**src/rtl/code_lock_pkg.sv**
```systemverilog
// Shared definitions for the front-panel combination lock: state codes,
// LED colour constants and small helpers used by the lock and its bench.
package code_lock_pkg;

  // Lock states, kept as plain constants so the encoding stays fixed.
  localparam logic [1:0] ST_LOCKED  = 2'd0;
  localparam logic [1:0] ST_OPEN    = 2'd1;
  localparam logic [1:0] ST_FAIL    = 2'd2;
  localparam logic [1:0] ST_LOCKOUT = 2'd3;

  // One RGB LED, packed as {r,g,b}.
  typedef struct packed {
    logic r;
    logic g;
    logic b;
  } rgb_t;

  localparam rgb_t RED = 3'b100;
  localparam rgb_t GRN = 3'b010;
  localparam rgb_t MAG = 3'b101;

  // Slot index width; a single-slot lock still carries a 1-bit index.
  function automatic int slot_width(input int n);
    return (n > 1) ? $clog2(n) : 1;
  endfunction

  // Slot LED colour cycles through the seven non-black colours.
  function automatic rgb_t slot_colour(input int unsigned s);
    return rgb_t'(3'((s % 7) + 1));
  endfunction

  // Status LED colour; the lockout red blinks with the supplied phase bit.
  function automatic rgb_t status_colour(input logic [1:0] st, input logic blink);
    rgb_t c;
    c = RED;
    case (st)
      ST_OPEN:    c = GRN;
      ST_FAIL:    c = MAG;
      ST_LOCKOUT: c = RED ^ {blink, 2'b00};
      default:    c = RED;
    endcase
    return c;
  endfunction

endpackage

```
**src/rtl/code_lock_if.sv**
```systemverilog
// Panel-side bundle of the lock: code switches, raw buttons and the LED/slot
// outputs. The panel (or a bench) is the master, the lock is the slave.
interface code_lock_if #(
  parameter int KEY_W  = 8,
  parameter int SLOT_W = 1
);

  logic [KEY_W-1:0]  key;
  logic              btn_sel;
  logic              btn_chk;
  logic              btn_set;
  logic [SLOT_W-1:0] slot;
  logic              r_led1;
  logic              g_led1;
  logic              b_led1;
  logic              r_led2;
  logic              g_led2;
  logic              b_led2;
  logic              prog_done;

  modport master (
    output key, btn_sel, btn_chk, btn_set,
    input  slot, r_led1, g_led1, b_led1, r_led2, g_led2, b_led2, prog_done
  );

  modport slave (
    input  key, btn_sel, btn_chk, btn_set,
    output slot, r_led1, g_led1, b_led1, r_led2, g_led2, b_led2, prog_done
  );

endinterface

```
**src/rtl/code_lock_debounce.sv**
```systemverilog
// Push-button debouncer: the button must stay high for DEB_CYCLES samples
// before a single one-cycle press pulse is produced; releasing re-arms it.
module btn_debounce #(
  parameter int DEB_CYCLES = 1048575
) (
  input  logic clk,
  input  logic rst_n,
  input  logic btn_in,
  output logic press
);

  localparam int CNT_W = $clog2(DEB_CYCLES + 1);
  localparam logic [CNT_W-1:0] CNT_MAX  = CNT_W'(DEB_CYCLES);
  localparam logic [CNT_W-1:0] CNT_FIRE = CNT_W'(DEB_CYCLES - 1);

  logic [CNT_W-1:0] cnt;

  // Count held-high samples, saturating so a long hold fires only once.
  always_ff @(posedge clk) begin
    if (!rst_n) begin
      cnt   <= '0;
      press <= 1'b0;
    end else begin
      press <= btn_in && (cnt == CNT_FIRE);
      if (!btn_in) begin
        cnt <= '0;
      end else if (cnt != CNT_MAX) begin
        cnt <= cnt + CNT_W'(1);
      end
    end
  end

endmodule

```
**src/rtl/code_lock.sv**
```systemverilog
// Multi-slot combination lock. Debounced buttons select a slot, check the
// switch code against the stored code, or reprogram the open slot. Repeated
// mismatches lead to a timed lockout. Slot and LED outputs are registered.
module code_lock
  import code_lock_pkg::*;
#(
  parameter int               KEY_W          = 8,
  parameter int               NUM_SLOTS      = 2,
  parameter logic [KEY_W-1:0] DEFAULT_CODE   = 8'hF0,
  parameter int               MAX_TRIES      = 3,
  parameter int               DEB_CYCLES     = 1048575,
  parameter int               FLASH_CYCLES   = 12500000,
  parameter int               LOCKOUT_CYCLES = 250000000
) (
  input logic       clk,
  input logic       rst_n,
  code_lock_if.slave bus
);

  localparam int SLOT_W    = slot_width(NUM_SLOTS);
  localparam int FAIL_W    = $clog2(MAX_TRIES + 1);
  localparam int TIMER_MAX = (FLASH_CYCLES > LOCKOUT_CYCLES) ? FLASH_CYCLES : LOCKOUT_CYCLES;
  localparam int TIMER_W   = $clog2(TIMER_MAX + 1);
  localparam int PHASE_W   = $clog2(FLASH_CYCLES + 1);

  localparam logic [SLOT_W-1:0]  LAST_SLOT   = SLOT_W'(NUM_SLOTS - 1);
  localparam logic [FAIL_W-1:0]  TRIES_LIMIT = FAIL_W'(MAX_TRIES);
  localparam logic [TIMER_W-1:0] FLASH_LAST  = TIMER_W'(FLASH_CYCLES - 1);
  localparam logic [TIMER_W-1:0] LOCK_LAST   = TIMER_W'(LOCKOUT_CYCLES - 1);
  localparam logic [PHASE_W-1:0] PHASE_LAST  = PHASE_W'(FLASH_CYCLES - 1);

  logic [1:0]         state;
  logic [SLOT_W-1:0]  slot_q;
  logic [FAIL_W-1:0]  fail_cnt;
  logic [FAIL_W-1:0]  fail_next;
  logic [TIMER_W-1:0] timer;
  logic [PHASE_W-1:0] phase;
  logic               blink;
  logic [KEY_W-1:0]   codes [NUM_SLOTS];

  logic press_chk;
  logic press_set;
  logic press_sel;
  logic ev_chk;
  logic ev_set;
  logic ev_sel;
  logic key_match;
  logic code_we;
  logic enter_lockout;

  logic [SLOT_W-1:0] slot_out;
  rgb_t              led1_q;
  rgb_t              led2_q;
  logic              prog_done_q;

  btn_debounce #(.DEB_CYCLES(DEB_CYCLES)) u_deb_chk (
    .clk    (clk),
    .rst_n  (rst_n),
    .btn_in (bus.btn_chk),
    .press  (press_chk)
  );

  btn_debounce #(.DEB_CYCLES(DEB_CYCLES)) u_deb_set (
    .clk    (clk),
    .rst_n  (rst_n),
    .btn_in (bus.btn_set),
    .press  (press_set)
  );

  btn_debounce #(.DEB_CYCLES(DEB_CYCLES)) u_deb_sel (
    .clk    (clk),
    .rst_n  (rst_n),
    .btn_in (bus.btn_sel),
    .press  (press_sel)
  );

  // Resolve simultaneous presses (check wins, then set, then select) and
  // decode the events that touch the code store and the blink generator.
  always_comb begin
    ev_chk        = press_chk;
    ev_set        = press_set && !press_chk;
    ev_sel        = press_sel && !press_chk && !press_set;
    key_match     = (bus.key == codes[slot_q]);
    fail_next     = fail_cnt + FAIL_W'(1);
    code_we       = (state == ST_OPEN) && ev_set;
    enter_lockout = (state == ST_LOCKED) && ev_chk && !key_match &&
                    (fail_next == TRIES_LIMIT);
  end

  // Main lock FSM with the shared FAIL/LOCKOUT timer, cleared on each entry.
  always_ff @(posedge clk) begin
    if (!rst_n) begin
      state    <= ST_LOCKED;
      slot_q   <= '0;
      fail_cnt <= '0;
      timer    <= '0;
    end else begin
      case (state)
        ST_LOCKED: begin
          if (ev_chk) begin
            timer <= '0;
            if (key_match) begin
              state    <= ST_OPEN;
              fail_cnt <= '0;
            end else begin
              fail_cnt <= fail_next;
              state    <= (fail_next == TRIES_LIMIT) ? ST_LOCKOUT : ST_FAIL;
            end
          end else if (ev_sel) begin
            slot_q <= (slot_q == LAST_SLOT) ? '0 : slot_q + SLOT_W'(1);
          end
        end
        ST_OPEN: begin
          if (ev_chk) begin
            state <= ST_LOCKED;
            timer <= '0;
          end
        end
        ST_FAIL: begin
          if (timer == FLASH_LAST) begin
            state <= ST_LOCKED;
            timer <= '0;
          end else begin
            timer <= timer + TIMER_W'(1);
          end
        end
        ST_LOCKOUT: begin
          if (timer == LOCK_LAST) begin
            state    <= ST_LOCKED;
            timer    <= '0;
            fail_cnt <= '0;
          end else begin
            timer <= timer + TIMER_W'(1);
          end
        end
        default: begin
          state <= ST_LOCKED;
          timer <= '0;
        end
      endcase
    end
  end

  // Lockout blink phase: red toggles every FLASH_CYCLES, starting lit.
  always_ff @(posedge clk) begin
    if (!rst_n || enter_lockout) begin
      phase <= '0;
      blink <= 1'b0;
    end else if (state == ST_LOCKOUT) begin
      if (phase == PHASE_LAST) begin
        phase <= '0;
        blink <= ~blink;
      end else begin
        phase <= phase + PHASE_W'(1);
      end
    end
  end

  // Code store: defaults on reset (even slots plain, odd slots inverted),
  // overwritten by a set press while open, which also pulses prog_done.
  always_ff @(posedge clk) begin
    if (!rst_n) begin
      for (int i = 0; i < NUM_SLOTS; i++) begin
        codes[i] <= (i % 2 == 0) ? DEFAULT_CODE : ~DEFAULT_CODE;
      end
      prog_done_q <= 1'b0;
    end else begin
      prog_done_q <= code_we;
      if (code_we) begin
        codes[slot_q] <= bus.key;
      end
    end
  end

  // Registered panel outputs, one cycle behind the state they show.
  always_ff @(posedge clk) begin
    if (!rst_n) begin
      slot_out <= '0;
      led1_q   <= slot_colour(32'd0);
      led2_q   <= RED;
    end else begin
      slot_out <= slot_q;
      led1_q   <= slot_colour(32'(slot_q));
      led2_q   <= status_colour(state, blink);
    end
  end

  assign bus.slot      = slot_out;
  assign bus.r_led1    = led1_q.r;
  assign bus.g_led1    = led1_q.g;
  assign bus.b_led1    = led1_q.b;
  assign bus.r_led2    = led2_q.r;
  assign bus.g_led2    = led2_q.g;
  assign bus.b_led2    = led2_q.b;
  assign bus.prog_done = prog_done_q;

endmodule

```
**src/flat_wrapper.sv**
```systemverilog
// flat-port wrapper written by rule: the top's interface ports become plain ports
module code_lock_flat import code_lock_pkg::*;
#(
  parameter int               KEY_W          = 8,
  parameter int               NUM_SLOTS      = 2,
  parameter logic [KEY_W-1:0] DEFAULT_CODE   = 8'hF0,
  parameter int               MAX_TRIES      = 3,
  parameter int               DEB_CYCLES     = 1048575,
  parameter int               FLASH_CYCLES   = 12500000,
  parameter int               LOCKOUT_CYCLES = 250000000
)
  (clk, rst_n, bus_key, bus_btn_sel, bus_btn_chk, bus_btn_set, bus_slot, bus_r_led1, bus_g_led1, bus_b_led1, bus_r_led2, bus_g_led2, bus_b_led2, bus_prog_done);
  code_lock_if #(.KEY_W(KEY_W), .SLOT_W(slot_width((2)))) bus_i ();
  input logic clk;
  input logic rst_n;
  input wire logic [$bits(bus_i.key)-1:0] bus_key;
  input wire logic [$bits(bus_i.btn_sel)-1:0] bus_btn_sel;
  input wire logic [$bits(bus_i.btn_chk)-1:0] bus_btn_chk;
  input wire logic [$bits(bus_i.btn_set)-1:0] bus_btn_set;
  output wire logic [$bits(bus_i.slot)-1:0] bus_slot;
  output wire logic [$bits(bus_i.r_led1)-1:0] bus_r_led1;
  output wire logic [$bits(bus_i.g_led1)-1:0] bus_g_led1;
  output wire logic [$bits(bus_i.b_led1)-1:0] bus_b_led1;
  output wire logic [$bits(bus_i.r_led2)-1:0] bus_r_led2;
  output wire logic [$bits(bus_i.g_led2)-1:0] bus_g_led2;
  output wire logic [$bits(bus_i.b_led2)-1:0] bus_b_led2;
  output wire logic [$bits(bus_i.prog_done)-1:0] bus_prog_done;
  assign bus_i.key = bus_key;
  assign bus_i.btn_sel = bus_btn_sel;
  assign bus_i.btn_chk = bus_btn_chk;
  assign bus_i.btn_set = bus_btn_set;
  assign bus_slot = bus_i.slot;
  assign bus_r_led1 = bus_i.r_led1;
  assign bus_g_led1 = bus_i.g_led1;
  assign bus_b_led1 = bus_i.b_led1;
  assign bus_r_led2 = bus_i.r_led2;
  assign bus_g_led2 = bus_i.g_led2;
  assign bus_b_led2 = bus_i.b_led2;
  assign bus_prog_done = bus_i.prog_done;
  code_lock #(.KEY_W(KEY_W), .NUM_SLOTS(NUM_SLOTS), .DEFAULT_CODE(DEFAULT_CODE), .MAX_TRIES(MAX_TRIES), .DEB_CYCLES(DEB_CYCLES), .FLASH_CYCLES(FLASH_CYCLES), .LOCKOUT_CYCLES(LOCKOUT_CYCLES)) u_core (.clk(clk), .rst_n(rst_n), .bus(bus_i));
endmodule
```
**config.mk**
```make
export PLATFORM = sky130hd
export DESIGN_NAME = code_lock_flat
export DESIGN_NICKNAME = d
export VERILOG_FILES = /design/src/rtl/code_lock_pkg.sv /design/src/rtl/code_lock_if.sv /design/src/rtl/code_lock_debounce.sv /design/src/rtl/code_lock.sv /design/src/flat_wrapper.sv
export SDC_FILE = /design/constraint.sdc
export NUM_CORES = 1
export LEC_CHECK = 0
export BUFFER_PORTS_ARGS = -buffer_cell sky130_fd_sc_hd__buf_2
export CELL_PAD_IN_SITES_DETAIL_PLACEMENT = 1
export CELL_PAD_IN_SITES_GLOBAL_PLACEMENT = 1
export CORE_MARGIN = 4
export CORE_UTILIZATION = 39
export CTS_BUF_LIST = sky130_fd_sc_hd__clkbuf_8
export CTS_CLUSTER_SIZE = 40
export DETAILED_ROUTE_END_ITERATION = 12
export GPL_ROUTABILITY_DRIVEN = 0
export PLACE_DENSITY_LB_ADDON = 0.1
export SYNTH_ARGS = -nofsm -noshare
export SYNTH_HDL_FRONTEND = slang
export SYNTH_SLANG_ARGS = --single-unit
```
**constraint.sdc**
```tcl
create_clock -name clk -period 2.2 [get_ports clk]
set_input_delay 0.44 -clock clk [delete_from_list [all_inputs] [get_ports clk]]
set_output_delay 0.44 -clock clk [all_outputs]
set_load 0.005 [all_outputs]
```
### After elaboration in Yosys (flattened, before gate mapping)

Memory sizes are Yosys's and may differ from the RTL's. A register that Yosys moved wholly into a read port is not among the register bits.
Cells that the tools add are included.

* output and inout port bits: 8
* memory bits (writable): 16
* word-level logic and storage cells: 103
* memories kept: 1
* register bits: 129
* input bits: 13

* add/sub/neg operators: 8
* equality and inequality tests: 19
* bitwise gates (word level): 2
* muxes and demuxes: 26
* reduce and logical (&&, ||, !) cells: 26
* div/mod/pow operators: 1

Memory list
* u_core.codes: words 2, width 8, rd ports 1, clocked after memory_dff 1, write ports 2, line code_lock.sv:39 `logic [KEY_W-1:0] codes [NUM_SLOTS];`

Operators by type and width (number)
* 28-bit 2-to-1 mux: 3
* 28-bit one-hot mux with 3 select lines: 1
* 20-bit by 1-bit adder with 20-bit output (second input constant): 3
* 20-bit equality test (second input constant): 3
* 20-bit inequality test (second input constant): 3
* 1-bit by 3-bit modulo with 32-bit output (second input constant): 1
* 28-bit by 1-bit adder with 28-bit output (second input constant): 1
* 28-bit by 24-bit equality test with 1-bit output (second input constant): 1
* 28-bit equality test (second input constant): 1
* 24-bit by 1-bit adder with 24-bit output (second input constant): 1
* 24-bit equality test (second input constant): 1
* 24-bit 2-to-1 mux: 1
* 2-bit 2-to-1 mux: 7
* 1-bit logical AND: 10
* 1-bit 2-to-1 mux: 10
* 3-bit one-hot mux with 3 select lines: 1
* 8-bit equality test: 1
* 8-bit 2-to-1 mux: 1
* 2-bit one-hot mux with 4 select lines: 1
* 2-bit AND reduction: 4
* 8-bit OR reduction: 1
* 2-bit equality test (second input constant): 3
* 2-bit by 1-bit inequality test with 1-bit output (second input constant): 3
* 3-bit AND reduction: 2
* other kinds (13): 18

### Longest topological paths before layout

* depth after elaboration: 8
* gate-level depth with buffers: 9
* depth with buffers taken out: 7

### Modules after synthesis

Synthesis repeated with hierarchy kept, for this count alone.

* cell total of the unflattened synthesis: 833
* area, all modules: 7576.0 um2

By module, submodules not included
* code_lock: area each 4066.4 um2, cells an instance 428, instances 1, seq. area each 1781.7 um2
* btn_debounce: area each 1169.9 um2, cells an instance 135, instances 3, seq. area each 420.4 um2

### Least setup slack after synthesis

No wires, ideal clock.

* path type: flip-flop to flip-flop
* start point: register u_core.state[1]
* end point: memory u_core.codes[0][0], enable pin
* buffers on the path: 1
* clock period less this slack: 2.023 ns
* stages on the path, launching flop included: 6
* data arrival time: 1.689 ns
* setup slack: 0.177 ns
* required time: 1.866 ns
* library setup time: 0.334 ns
* path through: dfxtp_1 > nor2_1 > and4_1 > clkbuf_1 > nor2b_1 > nand2b_1

RTL lines
* start, declared: line code_lock.sv:32 `logic [1:0] state;`
* start signal, assigned: line code_lock.sv:107 `state <= (fail_next == TRIES_LIMIT) ? ST_LOCKOUT : ST_FAIL;`
* end, declared: line code_lock.sv:39

### Worst setup path after layout

* start point: register u_core.timer[27]
* end point: register u_core.timer[19]

* word-level cells in the longest chain between the ends: 3
* elaborated cells between the ends (all ways): 5
* those cells by class: 2 x eq/ne; 3 x mux

Ends and longest elaborated chain
* start, declared: line code_lock.sv:36 `logic [TIMER_W-1:0] timer;`
* start signal, assigned: line code_lock.sv:124 `timer <= timer + TIMER_W'(1);`
* start signal, assigned: line code_lock.sv:133 `timer <= timer + TIMER_W'(1);`
* 28-bit equality test / 28-bit by 24-bit equality test with 1-bit output (equally long branches): line code_lock.sv:128, code_lock.sv:120
* 28-bit 2-to-1 mux, on equally long branches: line code_lock.sv:128, code_lock.sv:120
* 28-bit one-hot mux with 3 select lines *: line code_lock.sv:98 `case (state)`

Every way passes the cells marked *; elsewhere a longest branch is shown, timed or not.
A chain may end at the register's enable or synchronous reset.

==> flow_metrics.tcl <==
set metrics [dict create \
    netlist_instances 782 \
    tns_ns 0 \
    switchingPower_w 0.00118 \
    grt_pass1_wl_um 28200 \
    internal_power_w 0.00372 \
    grt.overflow.total 0 \
    async_reset_ff_share_pct 0 \
    pwr-share-seq_pct 54.5 \
    seqCellArea_um2 3040 \
    finalSetupViolCount 0 \
    synth_edf_count 16 \
    rsz0062_at_grt "yes" \
    clockBufferDepth 2 \
    hpwl_um 11600 \
    diodes 0 \
    port-buffer-count 19 \
    die_h_um 140 \
    drt-pass1-iter-count 4 \
    leakage_nw 2.65 \
    grt_max_degree 28 \
    synth_top_area_share_pct 37.5 \
    status "finished clean" \
    ios 21 \
    routed_via_density 5.36 \
    routed_wl_um 16500 \
    pwr-share-clk_pct 43.1 \
    fin_crit_ns 2.09 \
    avgSynthCellArea_um2 8.73 \
    cp.arrival_ns 2.44 \
    p_per_area_nw_per_um2 624 \
    syn_nets 804 \
    worstSkewPairLatency_ns 0.46 \
    required_ns 2.55 \
    ys_seq_elements 144 \
    slew_headroom_pct 53.2 \
    wire_per_inst_um 15.5 \
    clkTransAtPathRegs_ns 0.08 \
    nets 847 \
    num_vias 5701 \
    grt_use_total_pct 17.1 \
    min_path_type "in -> reg" \
    fillers 2012 \
    synth_top_area_cell "dfxtp_1" \
    maxCapViolations 0 \
    timing.final.hold_violations 0 \
    ys.flop_type "dfxtp_1" \
    yosysMostFrequentCell "dfxtp_1" \
    cts_tree "yes" \
    cp-start-kind "flop" \
    ff2ff_setup_slack_ns 0.11 \
    syn2layout_area_growth_pct 14.9 \
    vdd_drop_max_mv 0.648 \
    synth_area_um2 6830 \
    drtAntennaViolNets 0 \
    die_width_um 140 \
    die-area_um2 19700 \
    synthTopCellsByArea "dfxtp_1 (38%), edfxtp_1 (7.0%), nor2_1 (6.2%), xor2_1 (5.4%), xnor2_1 (4.7%)" \
    core_region_area_um2 17200 \
    clock_skew_ns 0.0118 \
    critical_path.endpoint_type "flop" \
    path_class "reg -> reg" \
    cp_max_fo 13 \
    post-route-period-util_pct 95.1 \
    root_buffer "clkbuf_8" \
    ys_types 52 \
    pwr-share-comb_pct 2.4 \
    cts_num_sinks 144 \
    grt_antenna_before_repair 0 \
    rows 48 \
    drc_errors 0 \
    tightest_slew_ns 0.700 \
    ys_warn_count 0 \
    fmax_ghz 0.478 \
    ys_seq_area_share_pct 44.6 \
    drtIter0Drc 224 \
    htree_num_levels 4 \
    multi_input_comb_area_um2 3670 \
    drive_gt1_share_pct 13.2 \
    start_util_pct 39.6 \
    grt_pass1_vias 5970 \
    sw_frac_of_total_pct 24.1 \
    drv_slew 0 \
    hold_slack_ns 0.273 \
    synthTopCellsByCount "dfxtp_1 (128), nor2_1 (113), nand2_1 (66)" \
    numCtsBuffers 17 \
]
[cell type report]
cell class                 instances  share of cell area, %
multi-input combinational        589                   46.8
clock buffer                      17                   2.98
sequential                       144                   38.8
timing repair buffer              55                   5.02
inverter                          18                  0.861
tap                              225                   3.59
clock inverter                    15                   2.01
[cells by family after synthesis]
| family | count (synthesis) | synth area share (%) |
|---|---|---|
| buffers and inverters | 49 | 3.15 |
| adder cells (fa/ha/maj) | 9 | 1.65 |
| AND/OR/NAND/NOR | 415 | 32.1 |
| other | 1 | 0.0549 |
| XOR/XNOR | 79 | 10.1 |
| flip-flops | 144 | 44.6 |
| AO/OA/AOI/OAI | 74 | 6.70 |
| multiplexers | 11 | 1.61 |
[worst paths after layout]
check,startpoint,endpoint,cells past startpoint
worst min register to register,u_core.blink,u_core.bus.r_led2,1
worst min-delay path,bus_btn_set,u_core.u_deb_set.press,3
worst max-delay path,u_core.timer[27],u_core.timer[19],6
worst max register to register,u_core.timer[27],u_core.timer[19],6
[worst max-delay path: stages (launching register included)]
cell and delay [ns]:
dfxtp_1 0.44, nor4bb_2 0.36, nand4b_1 0.19, o32ai_2 0.32
a21oi_4 0.18, and3_1 0.22, o31a_1 0.28
[layer usage]
metal	wire [um]	up-vias	GRT usage, %
li1	-	2839	-
met1	7460	2783	20.6
met2	8370	60	30.3
met3	413	19	3.62
met4	242	0	5.56
met5	0	-	0
[metrics by stage]
step	worst slack [ns]	cells	power [W]	utilization, %	instance area [um^2]
finish	0.107	1063	0.00490	45.5	7850
global route	-0.0347	1063	0.00511	45.5	7850
CTS	0.0234	1063	0.00499	45.0	7760
detailed placement	0.0393	1031	0.00285	42.7	7360
global placement	0.0544	1031	0.00284	42.7	7360
floorplan	0.177	782	0.00280	-	6830
[cell usage in the layout (no fill, tap or decap), types with 9 or more instances in the layout]
cell type	synthesis	routed
xnor2_1	37	37
nand2b_1	11	11
a21oi_1	20	19
clkbuf_8	0	17
buf_2	7	19
nor2_1	113	113
edfxtp_1	16	16
and3_1	28	28
inv_1	17	17
dfxtp_1	128	128
ha_1	9	9
nand4_1	26	26
o21ai_0	12	12
xor2_1	42	42
and2_1	12	12
a31oi_1	21	21
nand3_1	55	54
buf_4	2	33
nor3_2	9	10
nor3_1	30	29
nand2_1	66	66
mux2i_1	11	10
and4_1	13	13
[power by group through the flow]
stage	clock network, W	registers [W]	logic, W
detailed placement	0	0.00273	0.000116
finish	0.00211	0.00267	0.000116
global route	0.00231	0.00267	0.000130
floorplan	0	0.00273	0.0000714
CTS	0.00220	0.00267	0.000116
global placement	0	0.00273	0.000113
[registers in the layout, indices dropped and copies added (netlist names), named ones only]
signal                  cells
u_core.bus.b_led2           1
u_core.u_deb_set.press      1
u_core.timer               28
u_core.fail_cnt             2
u_core.slot_q               1
u_core.u_deb_chk.cnt       20
u_core.bus.r_led2           1
u_core.u_deb_sel.press      1
u_core.state                2
u_core.bus.b_led1           1
u_core.u_deb_sel.cnt       20
u_core.phase               24
u_core.u_deb_chk.press      1
u_core.bus.prog_done        1
u_core.u_deb_set.cnt       20
u_core.blink                1
u_core.bus.g_led2           1
u_core.codes               16
u_core.bus.g_led1           1
[what timing repair did]
action,in CTS,in global routing
resized for setup,1,13
setup buffers,0,0
hold buffers,0,0
pin swaps,0,2
endpoints found under the setup margin,1,46
Note: power is estimated with default switching activity, not from simulation.
